**src/rtl/alu_rr_scheduler.sv**
```systemverilog
// Round-robin front end that time-shares one combinational ALU among NREQ requesters.
// Operands are registered into the ALU, held ALU_LAT cycles, then result and flags are returned.
module alu_rr_scheduler #(
  parameter int unsigned NREQ    = 4,
  parameter int unsigned W       = 6,
  parameter int unsigned ALU_LAT = 1,
  localparam int unsigned IDW    = (NREQ > 1) ? $clog2(NREQ) : 1
) (
  input  logic                clk,
  input  logic                rst,
  input  logic [NREQ-1:0]     req_valid,
  output logic [NREQ-1:0]     req_ready,
  input  logic [NREQ*W-1:0]   req_a,
  input  logic [NREQ*W-1:0]   req_b,
  input  logic [2*NREQ-1:0]   req_op,
  output logic [W-1:0]        alu_a,
  output logic [W-1:0]        alu_b,
  output logic [1:0]          alu_op,
  input  logic [7:0]          alu_y,
  input  logic [4:0]          alu_flags,
  output logic                rsp_valid,
  input  logic                rsp_ready,
  output logic [IDW-1:0]      rsp_id,
  output logic [7:0]          rsp_y,
  output logic [4:0]          rsp_flags,
  output logic                busy,
  output logic [15:0]         op_count
);

  typedef enum logic [1:0] {StIdle, StExec, StResp} state_e;

  state_e         state_q, state_d;
  logic [IDW-1:0] rr_ptr_q, rr_ptr_d;
  logic [IDW-1:0] gnt_q, gnt_d;
  logic [3:0]     wait_q, wait_d;
  logic [W-1:0]   alu_a_q, alu_a_d, alu_b_q, alu_b_d;
  logic [1:0]     alu_op_q, alu_op_d;
  logic [IDW-1:0] rsp_id_q, rsp_id_d;
  logic [7:0]     rsp_y_q, rsp_y_d;
  logic [4:0]     rsp_flags_q, rsp_flags_d;
  logic [15:0]    op_count_q, op_count_d;

  logic [W-1:0]   a_arr  [NREQ];
  logic [W-1:0]   b_arr  [NREQ];
  logic [1:0]     op_arr [NREQ];

  for (genvar i = 0; i < NREQ; i++) begin : g_unpack
    assign a_arr[i]  = req_a[i*W +: W];
    assign b_arr[i]  = req_b[i*W +: W];
    assign op_arr[i] = req_op[2*i +: 2];
  end

  // First valid requester at or after rr_ptr, wrapping modulo NREQ.
  logic           gnt_found;
  logic [IDW-1:0] gnt_idx;

  always_comb begin
    logic [IDW:0] sum;
    gnt_found = 1'b0;
    gnt_idx   = '0;
    sum       = '0;
    for (int unsigned k = 0; k < NREQ; k++) begin
      sum = {1'b0, rr_ptr_q} + (IDW+1)'(k);
      if (sum >= (IDW+1)'(NREQ)) sum = sum - (IDW+1)'(NREQ);
      if (!gnt_found && req_valid[sum[IDW-1:0]]) begin
        gnt_found = 1'b1;
        gnt_idx   = sum[IDW-1:0];
      end
    end
  end

  always_comb begin
    state_d     = state_q;
    rr_ptr_d    = rr_ptr_q;
    gnt_d       = gnt_q;
    wait_d      = wait_q;
    alu_a_d     = alu_a_q;
    alu_b_d     = alu_b_q;
    alu_op_d    = alu_op_q;
    rsp_id_d    = rsp_id_q;
    rsp_y_d     = rsp_y_q;
    rsp_flags_d = rsp_flags_q;
    op_count_d  = op_count_q;
    req_ready   = '0;
    unique case (state_q)
      StIdle: begin
        if (gnt_found) begin
          req_ready[gnt_idx] = 1'b1;
          alu_a_d            = a_arr[gnt_idx];
          alu_b_d            = b_arr[gnt_idx];
          alu_op_d           = op_arr[gnt_idx];
          gnt_d              = gnt_idx;
          wait_d             = 4'(ALU_LAT - 1);
          state_d            = StExec;
        end
      end
      StExec: begin
        if (wait_q == 4'd0) begin
          rsp_y_d     = alu_y;
          rsp_flags_d = alu_flags;
          rsp_id_d    = gnt_q;
          state_d     = StResp;
        end else begin
          wait_d = wait_q - 4'd1;
        end
      end
      StResp: begin
        if (rsp_ready) begin
          rr_ptr_d   = (gnt_q == IDW'(NREQ - 1)) ? '0 : gnt_q + 1'b1;
          op_count_d = op_count_q + 16'd1;
          state_d    = StIdle;
        end
      end
      default: state_d = StIdle;
    endcase
  end

  always_ff @(posedge clk) begin
    if (rst) begin
      state_q     <= StIdle;
      rr_ptr_q    <= '0;
      gnt_q       <= '0;
      wait_q      <= '0;
      alu_a_q     <= '0;
      alu_b_q     <= '0;
      alu_op_q    <= '0;
      rsp_id_q    <= '0;
      rsp_y_q     <= '0;
      rsp_flags_q <= '0;
      op_count_q  <= '0;
    end else begin
      state_q     <= state_d;
      rr_ptr_q    <= rr_ptr_d;
      gnt_q       <= gnt_d;
      wait_q      <= wait_d;
      alu_a_q     <= alu_a_d;
      alu_b_q     <= alu_b_d;
      alu_op_q    <= alu_op_d;
      rsp_id_q    <= rsp_id_d;
      rsp_y_q     <= rsp_y_d;
      rsp_flags_q <= rsp_flags_d;
      op_count_q  <= op_count_d;
    end
  end

  assign alu_a     = alu_a_q;
  assign alu_b     = alu_b_q;
  assign alu_op    = alu_op_q;
  assign rsp_id    = rsp_id_q;
  assign rsp_y     = rsp_y_q;
  assign rsp_flags = rsp_flags_q;
  assign op_count  = op_count_q;
  assign rsp_valid = (state_q == StResp);
  assign busy      = (state_q != StIdle);

endmodule

```
**config.mk**
```make
export PLATFORM = sky130hd
export DESIGN_NAME = alu_rr_scheduler
export DESIGN_NICKNAME = d
export VERILOG_FILES = /design/src/rtl/alu_rr_scheduler.sv
export SDC_FILE = /design/constraint.sdc
export NUM_CORES = 1
export LEC_CHECK = 0
export CAP_MARGIN = 20
export CORE_MARGIN = 4
export CORE_UTILIZATION = 40
export CTS_CLUSTER_SIZE = 40
export DETAILED_ROUTE_END_ITERATION = 12
export HOLD_SLACK_MARGIN = 0.12
export PLACE_DENSITY = 0.87
export SYNTH_ARGS = -nofsm -noshare
export SYNTH_HDL_FRONTEND = slang
export SYNTH_SLANG_ARGS = --single-unit
export TNS_END_PERCENT = 5
```
**constraint.sdc**
```tcl
create_clock -name clk -period 3.08 [get_ports clk]
set_input_delay 0.308 -clock clk [delete_from_list [all_inputs] [get_ports clk]]
set_output_delay 0.308 -clock clk [all_outputs]
set_load 0.01 [all_outputs]
```
* Word-level counts from Yosys, hierarchy flattened
Index checks and enable logic that the tools add are counted.
Word-level totals: register bits 55
Cells by class: bitwise logic cells 1, $lt $le $gt $ge 11, add/subtract/negate cells 10, eq/ne operators 7, multiplexer cells 41, reduce and logical (&&, ||, !) cells 16
Operators by type and width (number):
- 2-bit two-way mux | 14
- 6-bit binary-select mux with 2-bit select | 2
- 6-bit two-way mux | 4
- 16-bit by 1-bit adder with 16-bit output (second input constant) | 1
- 4-bit two-way mux | 4
- 2-bit by 3-bit < comparator with 1-bit output (second input constant) | 5
- 3-bit greater-or-equal comparator (second input constant) | 4
- 1-bit two-way mux | 9
- 1-bit binary-select mux with 2-bit select | 4
- 4-bit case mux with 2 select lines | 1
- 2-bit by 1-bit subtractor with 2-bit output (second input constant) | 4
- 2-bit by 2-bit adder with 3-bit output (second input constant) | 2
- 2-bit != test (second input constant) | 3
- 2-bit case mux with 3 select lines | 1
- 2-bit AND reduction | 3
- 3-bit AND reduction | 2
- 2-bit binary-select mux with 2-bit select | 1
- 2-bit equality test (second input constant) | 2
- 1-bit logical AND | 4
- 4-bit logical NOT | 1
- 2-bit nonzero test | 2
- 4-bit by 1-bit subtractor with 4-bit output (second input constant) | 1
- 2-bit by 1-bit adder with 3-bit output (second input constant) | 1
- 2-bit by 3-bit greater-or-equal comparator with 1-bit output (second input constant) | 1
- other kinds (8) | 10

* Logic depth before layout (Yosys ltp)
Gate-level depths: netlist of the first run.
depth in word-level cells 20, depth in mapped cells 8, mapped depth without buffers 7

* Least setup slack after synthesis of the first run
Ideal clock, no wire load.
path kind reg2reg, from register wait_q[0], to register rsp_flags_q[4] (netlist: rsp_flags[4]), cell stages (with the launch flop) 9, period minus slack after synthesis 1791 ps, arrival time 1664 ps, buffers on the path 2, setup slack 1289 ps, cell sequence dfxtp_1 inv_1 ha_1 nor3b_1 nand3b_1 clkbuf_1 buf_2 mux2i_1 nor2_1
Between the ends: cells in the longest elaborated chain, start to end 2
RTL lines:
- from (decl) | line 35 | logic [3:0] wait_q, wait_d;
- from (signal assigned) | line 135 | wait_q <= wait_d;
- 4-bit logical NOT | line 98 | if (wait_q == 4'd0) begin
- 2-bit AND reduction (no source line)
- to (signal assigned) | line 141 | rsp_flags_q <= rsp_flags_d;
- to (decl) | line 40 | logic [4:0] rsp_flags_q, rsp_flags_d;
No other way between the ends. A chain may end at the register's enable or synchronous reset.

* Worst setup path in the final report of the first run
from input req_valid[2], to output req_ready[0]
Between the ends: cells in the longest elaborated chain, start to end 18, elaborated cells between the ends (all ways) 29
RTL lines:
- from (decl) | line 11 | input logic [NREQ-1:0] req_valid,
- 1-bit binary-select mux with 2-bit select | line 65 | if (!gnt_found && req_valid[sum[IDW-1:0]]) begin
- 1-bit two-way mux (implied by the code) | line 65
- 1-bit two-way mux | line 65
- 1-bit logical NOT | line 65
- 1-bit logical AND | line 65
- 1-bit two-way mux | line 65
- 1-bit logical NOT | line 65
- 1-bit logical AND | line 65
- (+2 left out)
- 1-bit logical AND | line 65
- 2-bit two-way mux | line 65
- 2-bit by 3-bit < comparator with 1-bit output (implied by the code) / 2-bit by 1-bit greater-or-equal comparator with 1-bit output (equally long branches) | line 88 | req_ready[gnt_idx] = 1'b1;
- 1-bit logical AND (implied by the code) | line 88
- 1-bit two-way mux (implied by the code) | line 88
- 1-bit demux with 2-bit select | line 88
- 4-bit two-way mux * | line 87 | if (gnt_found) begin
- 4-bit two-way mux * | line 85 | unique case (state_q)
- to (decl) | line 12 | output logic [NREQ-1:0] req_ready,
Mark *: on every way between the ends. The rest lies on a longest branch, timed or not. The select of a mux whose other input is x is not followed.

==> tab_implementation.tex, run 1 <==
\begin{tabular}{lr}
\hline
Metric & Value \\
\hline
\multicolumn{2}{l}{\textbf{Status}} \\
\quad Run status & finished clean \\
\multicolumn{2}{l}{\textbf{Placed design}} \\
\quad Final weighted congestion of routability-driven global placement & 0.8748 \\
\quad HPWL reported at the end of detailed placement & 5844 um \\
\quad Buffers on Ports & 126 \\
\quad Post-placement setup slack & 0.4326 ns \\
\quad Cell area after placement & 3920 um2 \\
\multicolumn{2}{l}{\textbf{STA}} \\
\quad Sum of negative setup slack & 0 ns \\
\quad Clock period minus final worst setup slack & 2.660 ns \\
\quad Setup slack after layout & 0.4198 ns \\
\quad Final Hold Slack & 0.4843 ns \\
\quad Period utilization & 0.8637 \\
\quad Peak Freq & 375.9 MHz \\
\quad Worst relative slew slack & 0.5369 \\
\quad Number of hold violations in the final report & 0 \\
\quad Measured slew at the worst slew-check pin & 0.6910 ns \\
\quad Final Slew Violations & 0 \\
\quad Setup repair after global routing missed its margin & false \\
\quad Clk\_skew & 0.01373 ns \\
\quad Final setup viols & 0 \\
\multicolumn{2}{l}{\textbf{Floorplan}} \\
\quad I/O Pins & 127 \\
\quad Die area & 7837 um2 \\
\quad Chip Height & 88.53 um \\
\quad Initial cell density of the core & 0.4108 \\
\quad Core outline area & 6314 um2 \\
\quad X dimension of the die & 88.53 um \\
\quad Cell row count & 29 \\
\multicolumn{2}{l}{\textbf{Yosys}} \\
\quad Dominant cell type by area after synthesis & sky130\_fd\_sc\_hd\_\_dfxtp\_1 \\
\quad Netlist area before placement & 2594 um2 \\
\quad Post-Syn Instances & 282 \\
\quad Sequential-to-total area share from yosys stat & 0.4245 \\
\quad Dominant synthesized flop cell & sky130\_fd\_sc\_hd\_\_dfxtp\_1 \\
\quad Average cell area after synthesis & 9.198 um2 \\
\quad Leading post-synthesis cells by cell area & sky130\_fd\_sc\_hd\_\_dfxtp\_1 42\%, sky130\_fd\_sc\_hd\_\_mux2i\_1 17\%, sky130\_fd\_sc\_hd\_\_nor2\_1 5.5\% \\
\quad Top-area cell type share of the netlist area & 0.4245 \\
\quad Total nets after synthesis & 361 \\
\quad Number of different library cells in the post-synthesis netlist & 39 \\
\quad Register bit count reported by yosys & 55 \\
\quad Share of synthesized flip-flops with an asynchronous set or reset & 0 \\
\quad Total number of yosys warnings & 0 \\
\quad Count of flip-flops with a built-in enable after synthesis & 0 \\
\multicolumn{2}{l}{\textbf{CTS}} \\
\quad Depth of the CTS H-tree & 2 \\
\quad Latest clock arrival within the worst-skew pair & 0.31 ns \\
\quad TritonCTS clock tree & done \\
\quad Buffer count from post-CTS setup fixing & 0 \\
\quad Number of clock buffers inserted by TritonCTS & 5 \\
\quad Cell at the root of the clock tree & sky130\_fd\_sc\_hd\_\_clkbuf\_8 \\
\quad Sinks on the clock net & 55 \\
\quad CTS max path bufs & 2 \\
\quad Gates resized, CTS repair & 0 \\
\quad Clock transition at the registers of the reported paths & 0.10 ns \\
\quad Hold buffer count at CTS & 0 \\
\multicolumn{2}{l}{\textbf{Setup path}} \\
\quad Crit end category & output pin \\
\quad Critical path's top delay family & buffers and inverters \\
\quad Crit start category & input pin \\
\quad Standard cell with the maximum stage delay on the critical path & sky130\_fd\_sc\_hd\_\_clkdlybuf4s50\_1 \\
\quad Delay of the slowest cell on the worst path & 0.56 ns \\
\quad Worst EP arrival & 2.35 ns \\
\quad Worst setup path category & in -> out \\
\quad Crit-path cells & clkdlybuf4s50\_1, or3b\_2, o21ai\_0, nor2\_1, nor3\_1, clkdlybuf4s50\_1 \\
\quad FF-to-FF setup slack & 0.95 ns \\
\quad Required time at the endpoint of the critical path & 2.77 ns \\
\quad CP bufs+invs & 2 \\
\quad Largest fanout on the critical path & 5 \\
\quad Cell seen most often among critical-path stages & sky130\_fd\_sc\_hd\_\_clkdlybuf4s50\_1 \\
\multicolumn{2}{l}{\textbf{Global route}} \\
\quad Via count of the first global-routing pass & 2468 \\
\quad Pin count of the biggest net entering global routing & 42 \\
\quad Met3 Usage GRT & 0.05121 \\
\quad Total Routing Usage GR & 0.1925 \\
\quad Antenna violations before repair & 0 \\
\quad Global-route wire length before repair & 11960 um \\
\quad GR Layer Usage met2 & 0.3277 \\
\quad Congestion Overflow GR & 0 \\
\quad Global route hottest layer & met2 \\
\quad GR Util met1 & 0.2409 \\
\multicolumn{2}{l}{\textbf{Route}} \\
\quad Routed wire length per instance & 16.00 um \\
\quad 1st-pass router iterations & 4 \\
\quad Remaining design rule violation count & 0 \\
\quad Detailed router's first-iteration violation count & 57 \\
\quad Overall via count from detail\_route & 2486 \\
\quad Detailed-route wire length & 7713 um \\
\quad Number of antenna-violating nets in the routed design & 0 \\
\quad Via density per instance & 5.158 \\
\multicolumn{2}{l}{\textbf{Power}} \\
\quad Post-layout power & 1.597 mW \\
\quad Leakage power & 1.622 nW \\
\quad Power density over the cells & 398.8 nW/um2 \\
\quad Peak VDD IR & 0.2711 mV \\
\multicolumn{2}{l}{\textbf{Cells and area}} \\
\quad Total non-filler cell area in the finished layout & 4005 um2 \\
\quad Net count, final & 483 \\
\quad Reg area & 1101 um2 \\
\quad Fraction of layout instances using a drive strength above 1 & 0.05185 \\
\quad Area of the multi-input gates & 1416 um2 \\
\quad \# diodes & 0 \\
\quad Count of fill cells added during filler insertion & 554 \\
\quad Area overhead of the layout relative to synthesis & 54.41\% \\
\multicolumn{2}{l}{\textbf{Hold path}} \\
\quad Path category of the worst min-delay check & reg -> reg \\
\multicolumn{2}{l}{\textbf{Run}} \\
\quad Max-capacitance violation count & 0 \\
\hline
\end{tabular}
final timing paths:
kind                                         startpoint                     to  cells past startpoint
worst max-delay path                       req_valid[2]           req_ready[0]                      6
worst min register to register    alu_b[1]$_SDFFE_PP0P_  alu_b[1]$_SDFFE_PP0P_                      2
worst min-delay path              alu_b[1]$_SDFFE_PP0P_  alu_b[1]$_SDFFE_PP0P_                      2
worst max register to register  state_q[0]$_SDFFE_PP0P_  alu_a[2]$_SDFFE_PP0P_                      5
layout by cell type, fill, tap and decap left out, types with 2 or more instances in the layout:
cell type	netlist	final
sky130_fd_sc_hd__clkdlybuf4s50_1	0	126
sky130_fd_sc_hd__dfxtp_1	55	55
sky130_fd_sc_hd__mux2i_1	44	44
sky130_fd_sc_hd__nor2_1	38	38
sky130_fd_sc_hd__nand2_1	14	14
sky130_fd_sc_hd__a2bb2oi_1	14	14
sky130_fd_sc_hd__a21oi_1	13	13
sky130_fd_sc_hd__nor3_1	10	10
sky130_fd_sc_hd__o21ai_1	10	10
sky130_fd_sc_hd__o21ai_0	9	9
sky130_fd_sc_hd__xnor2_1	7	7
sky130_fd_sc_hd__nand3_1	6	6
sky130_fd_sc_hd__xor2_1	6	6
sky130_fd_sc_hd__clkbuf_8	0	5
sky130_fd_sc_hd__inv_1	4	4
sky130_fd_sc_hd__or3_1	4	4
sky130_fd_sc_hd__buf_4	1	4
sky130_fd_sc_hd__or2_2	3	3
sky130_fd_sc_hd__nor3b_1	3	3
sky130_fd_sc_hd__nand4_1	3	3
sky130_fd_sc_hd__ha_1	3	3
sky130_fd_sc_hd__or3b_2	2	2
sky130_fd_sc_hd__nor2b_1	2	2
sky130_fd_sc_hd__nor4_1	2	2
sky130_fd_sc_hd__and4_1	2	2
sequential cells by signal, indices dropped and copies added, names as in the netlist:
name       count
state_q        2
rsp_flags      5
alu_op         2
rsp_id         2
rsp_y          8
alu_b          6
gnt_q          2
rr_ptr_q       2
wait_q         4
op_count      16
alu_a          6
synthesized netlist by cell type (all sizes together) (2+ instances only):
library cell	instances
a21oi	13
a2bb2oi	14
and2	2
and4	2
buf	6
clkbuf	9
dfxtp	55
ha	3
inv	4
mux2i	44
nand2	15
nand3	6
nand4	3
nor2	38
nor2b	2
nor3	10
nor3b	3
nor4	2
o21ai	19
or2	3
or3	5
or3b	2
xnor2	7
xor2	6
power breakdown:
group	total, mW	internal, mW	switching, mW
logic	0.418	0.249	0.169
clock network	0.394	0.160	0.234
registers	0.786	0.757	0.0291
total	1.60	1.17	0.432
worst min-delay path: cells and delay by family, from the launching register on:
kind | cells | cell delay (ns)
flip-flops | 1 | 0.34
AO/OA/AOI/OAI | 2 | 0.12
routing by layer:
metal / vias up / wire [um]
li1: 1242 / -
met1: 1160 / 3282
met2: 74 / 3820
met3: 10 / 494
met4: 0 / 116
met5: - / 0
area by class of cell:
cell class | instances | share of cell area
timing repair buffer | 130 | 0.3224
tap | 77 | 0.02405
clock buffer | 6 | 0.01812
clock inverter | 2 | 0.003124
inverter | 4 | 0.003749
multi-input combinational | 208 | 0.3536
sequential | 55 | 0.2749
stage by stage:
stage,utilization,instances
after global placement,0.6209,474
after global routing,0.6344,482
after floorplan,-,282
final,0.6344,482
after CTS,0.6344,482
after detailed placement,0.6209,474
cell families after synthesis:
group,share of synthesized area
xor gates and xnor gates,0.04390
AOI/OAI and AO/OA,0.1225
muxes,0.1698
adders and majority gates,0.01447
buffers and inverters,0.03618
DFF,0.4245
and+or+nand+nor,0.1886
No activity file was read; power rests on OpenSTA's default activity.
==> run 2, diff against run 1 <==
CORE_UTILIZATION = 37   (was 40)
CTS_CLUSTER_DIAMETER = 60   (was unset)
PLACE_DENSITY = 0.85   (was 0.87)
clock period = 2.37 ns   (was 3.08 ns; I/O delays follow)
==> tab_implementation.tex, run 2 (synthesis results as in run 1) <==
\begin{tabular}{lr}
\hline
Metric & Value \\
\hline
\multicolumn{2}{l}{\textbf{Cells and area}} \\
\quad Reg area & 1104 um2 (+0.23\%) \\
\quad Fraction of layout instances using a drive strength above 1 & 0.07990 (+0.02805) \\
\quad Count of fill cells added during filler insertion & 587 (+6.0\%) \\
\quad Area overhead of the layout relative to synthesis & 59.04\% \\
\quad Net count, final & 491 (+1.7\%) \\
\quad Most common cell after layout, fill and taps aside & sky130\_fd\_sc\_hd\_\_clkdlybuf4s50\_1 \\
\quad Finished Core Util & 0.6072 (-0.02718) \\
\quad \# diodes & 0 (unchanged) \\
\quad Commonest cells after routing, fill and taps aside & 121 x sky130\_fd\_sc\_hd\_\_clkdlybuf4s50\_1, 53 x sky130\_fd\_sc\_hd\_\_dfxtp\_1, 43 x sky130\_fd\_sc\_hd\_\_mux2i\_1, 38 x sky130\_fd\_sc\_hd\_\_nor2\_1 \\
\quad Number of flip-flops under the largest register name & 16 (unchanged) \\
\quad Area of the multi-input gates & 1420 um2 (+0.26\%) \\
\multicolumn{2}{l}{\textbf{Power}} \\
\quad Post-layout power & 2.127 mW (+33\%) \\
\quad Leakage power & 1.720 nW (+6.0\%) \\
\quad Power density over the cells & 515.7 nW/um2 (+29\%) \\
\quad Peak VDD IR & 0.2414 mV (-11\%) \\
\multicolumn{2}{l}{\textbf{Setup path}} \\
\quad Worst r2r dst & alu\_op[1]\$\_SDFFE\_PP0P\_ \\
\quad Launch point of the worst reg-to-reg path & rr\_ptr\_q[1]\$\_SDFFE\_PP0P\_ \\
\quad FF-to-FF setup slack & 0.33 ns (-0.62 ns) \\
\quad Crit end category & output pin \\
\quad Largest fanout on the critical path & 4 (-1) \\
\quad Worst setup path category & in -> out \\
\quad Worst setup endpoint & req\_ready[2] \\
\quad Worst EP arrival & 2.06 ns (-0.29 ns) \\
\quad Worst setup path start & req\_valid[1] \\
\quad Required time at the endpoint of the critical path & 2.13 ns (-0.64 ns) \\
\quad R2R depth & 8 (+3) \\
\quad Crit start category & input pin \\
\multicolumn{2}{l}{\textbf{Route}} \\
\quad Remaining design rule violation count & 0 (unchanged) \\
\quad Routed wire length per instance & 14.28 um (-11\%) \\
\quad 1st-pass router iterations & 4 (unchanged) \\
\quad Via density per instance & 4.912 (-4.8\%) \\
\quad Detailed-route wire length & 7267 um (-5.8\%) \\
\quad Number of antenna-violating nets in the routed design & 0 (unchanged) \\
\quad Overall via count from detail\_route & 2500 (+0.56\%) \\
\quad Detailed router's first-iteration violation count & 116 (+100\%) \\
\multicolumn{2}{l}{\textbf{Global route}} \\
\quad Total Routing Usage GR & 0.1707 (-0.02178) \\
\quad Global-route wire length before repair & 11810 um (-1.3\%) \\
\quad Antenna violations before repair & 0 (unchanged) \\
\quad Via count of the first global-routing pass & 2413 (-2.2\%) \\
\quad Pin count of the biggest net entering global routing & 40 (-4.8\%) \\
\quad Congestion Overflow GR & 0 (unchanged) \\
\multicolumn{2}{l}{\textbf{Hold path}} \\
\quad Startpoint of the lowest-slack hold path & alu\_b[4]\$\_SDFFE\_PP0P\_ \\
\quad Path category of the worst min-delay check & reg -> reg \\
\multicolumn{2}{l}{\textbf{CTS}} \\
\quad Hold buffer count at CTS & 0 (unchanged) \\
\quad Sinks on the clock net & 55 (unchanged) \\
\quad Latest clock arrival within the worst-skew pair & 0.31 ns (about the same) \\
\quad Number of clock buffers inserted by TritonCTS & 5 (unchanged) \\
\quad TritonCTS clock tree & done \\
\quad CTS max path bufs & 2 (unchanged) \\
\quad Cell at the root of the clock tree & sky130\_fd\_sc\_hd\_\_clkbuf\_8 \\
\quad Clock transition at the registers of the reported paths & 0.11 ns (about the same) \\
\quad Depth of the CTS H-tree & 2 (unchanged) \\
\multicolumn{2}{l}{\textbf{STA}} \\
\quad Sum of negative setup slack & 0 ns (unchanged) \\
\quad Final Slew Violations & 0 (unchanged) \\
\quad Setup slack after layout & 0.07777 ns (-0.3420 ns) \\
\quad Peak Freq & 436.3 MHz \\
\quad Clk\_skew & 0.01469 ns (+0.0009597 ns) \\
\quad Number of hold violations in the final report & 0 (unchanged) \\
\quad Final setup viols & 0 (unchanged) \\
\quad Worst relative slew slack & 0.7366 (+0.1997) \\
\quad Period utilization & 0.9672 \\
\quad Measured slew at the worst slew-check pin & 0.3939 ns (-0.2971 ns) \\
\quad Clock period minus final worst setup slack & 2.292 ns \\
\quad Setup repair after global routing missed its margin & false \\
\multicolumn{2}{l}{\textbf{Floorplan}} \\
\quad Core outline area & 6794 um2 (+7.6\%) \\
\quad Cell row count & 30 (+3.4\%) \\
\quad X dimension of the die & 91.73 um (+3.6\%) \\
\quad Initial cell density of the core & 0.3818 (-0.02905) \\
\quad Chip Height & 91.73 um (+3.6\%) \\
\quad I/O Pins & 127 (unchanged) \\
\quad Die area & 8413 um2 (+7.4\%) \\
\multicolumn{2}{l}{\textbf{Placed design}} \\
\quad Buffers on Ports & 126 (unchanged) \\
\quad Final weighted congestion of routability-driven global placement & 0.8035 (-8.2\%) \\
\quad HPWL reported at the end of detailed placement & 5661 um (-3.1\%) \\
\quad Post-placement setup slack & -0.1094 ns (-0.5420 ns) \\
\multicolumn{2}{l}{\textbf{Status}} \\
\quad Run status & finished clean \\
\multicolumn{2}{l}{\textbf{Run}} \\
\quad Max-capacitance violation count & 0 (unchanged) \\
\hline
\end{tabular}
==> run 2: power by group <==
group          switching, mW  internal (mW)
Combinational          0.219          0.338
Sequential            0.0344          0.984
Clock                  0.332          0.220
==> run 2: per-stage QoR <==
stage	hold WS, ns	area [um2]	std cells
2_1_floorplan	0.3809	2594	282
3_3_place_gp	0.4477	4016	501
3_5_place_dp	0.4608	4016	501
4_1_cts	0.4869	4116	509
5_1_grt	0.5084	4125	509
6_report	0.4880	4125	509
==> run 2: worst min-delay path by stage <==
stage / to / cells after the start
floorplan: rsp_flags[0]$_SDFFE_PP0P_ / 2
global placement: alu_op[1]$_SDFFE_PP0P_ / 2
detailed placement: alu_a[1]$_SDFFE_PP0P_ / 2
CTS: alu_a[1]$_SDFFE_PP0P_ / 2
global route: alu_a[1]$_SDFFE_PP0P_ / 2
finish: alu_b[4]$_SDFFE_PP0P_ / 2
==> run 2: area by class of cell <==
class / count / share of cell area
clock inverter: 3 / 0.006976
tap: 96 / 0.02912
sequential: 55 / 0.2675
clock buffer: 5 / 0.01668
multi-input combinational: 208 / 0.3443
inverter: 4 / 0.003640
timing repair buffer: 138 / 0.3318
==> run 2: per-layer routing <==
layer  track usage  part of all wire  vias up  wire length, um
li1              -                 -     1259                -
met5             0                 0        -                0
met1        0.2115              0.43     1146             3146
met3       0.05989             0.080        6              579
met4       0.03465            0.0099        0               72
met2        0.2873              0.48       89             3469
==> run 2: repair_timing <==
item | in CTS | in global routing
resized for setup | 4 | 4
hold endpoints to repair | 0 | 0
setup buffers | 0 | 0
endpoints found under the setup margin | 2 | 2
==> run 2: worst max-delay path: stages <==
cell and delay [ns]:
sky130_fd_sc_hd__clkdlybuf4s50_1 0.46, sky130_fd_sc_hd__or3b_2 0.47, sky130_fd_sc_hd__o21ai_0 0.12, sky130_fd_sc_hd__nor2_1 0.10
sky130_fd_sc_hd__nor2_1 0.12, sky130_fd_sc_hd__clkdlybuf4s50_1 0.54
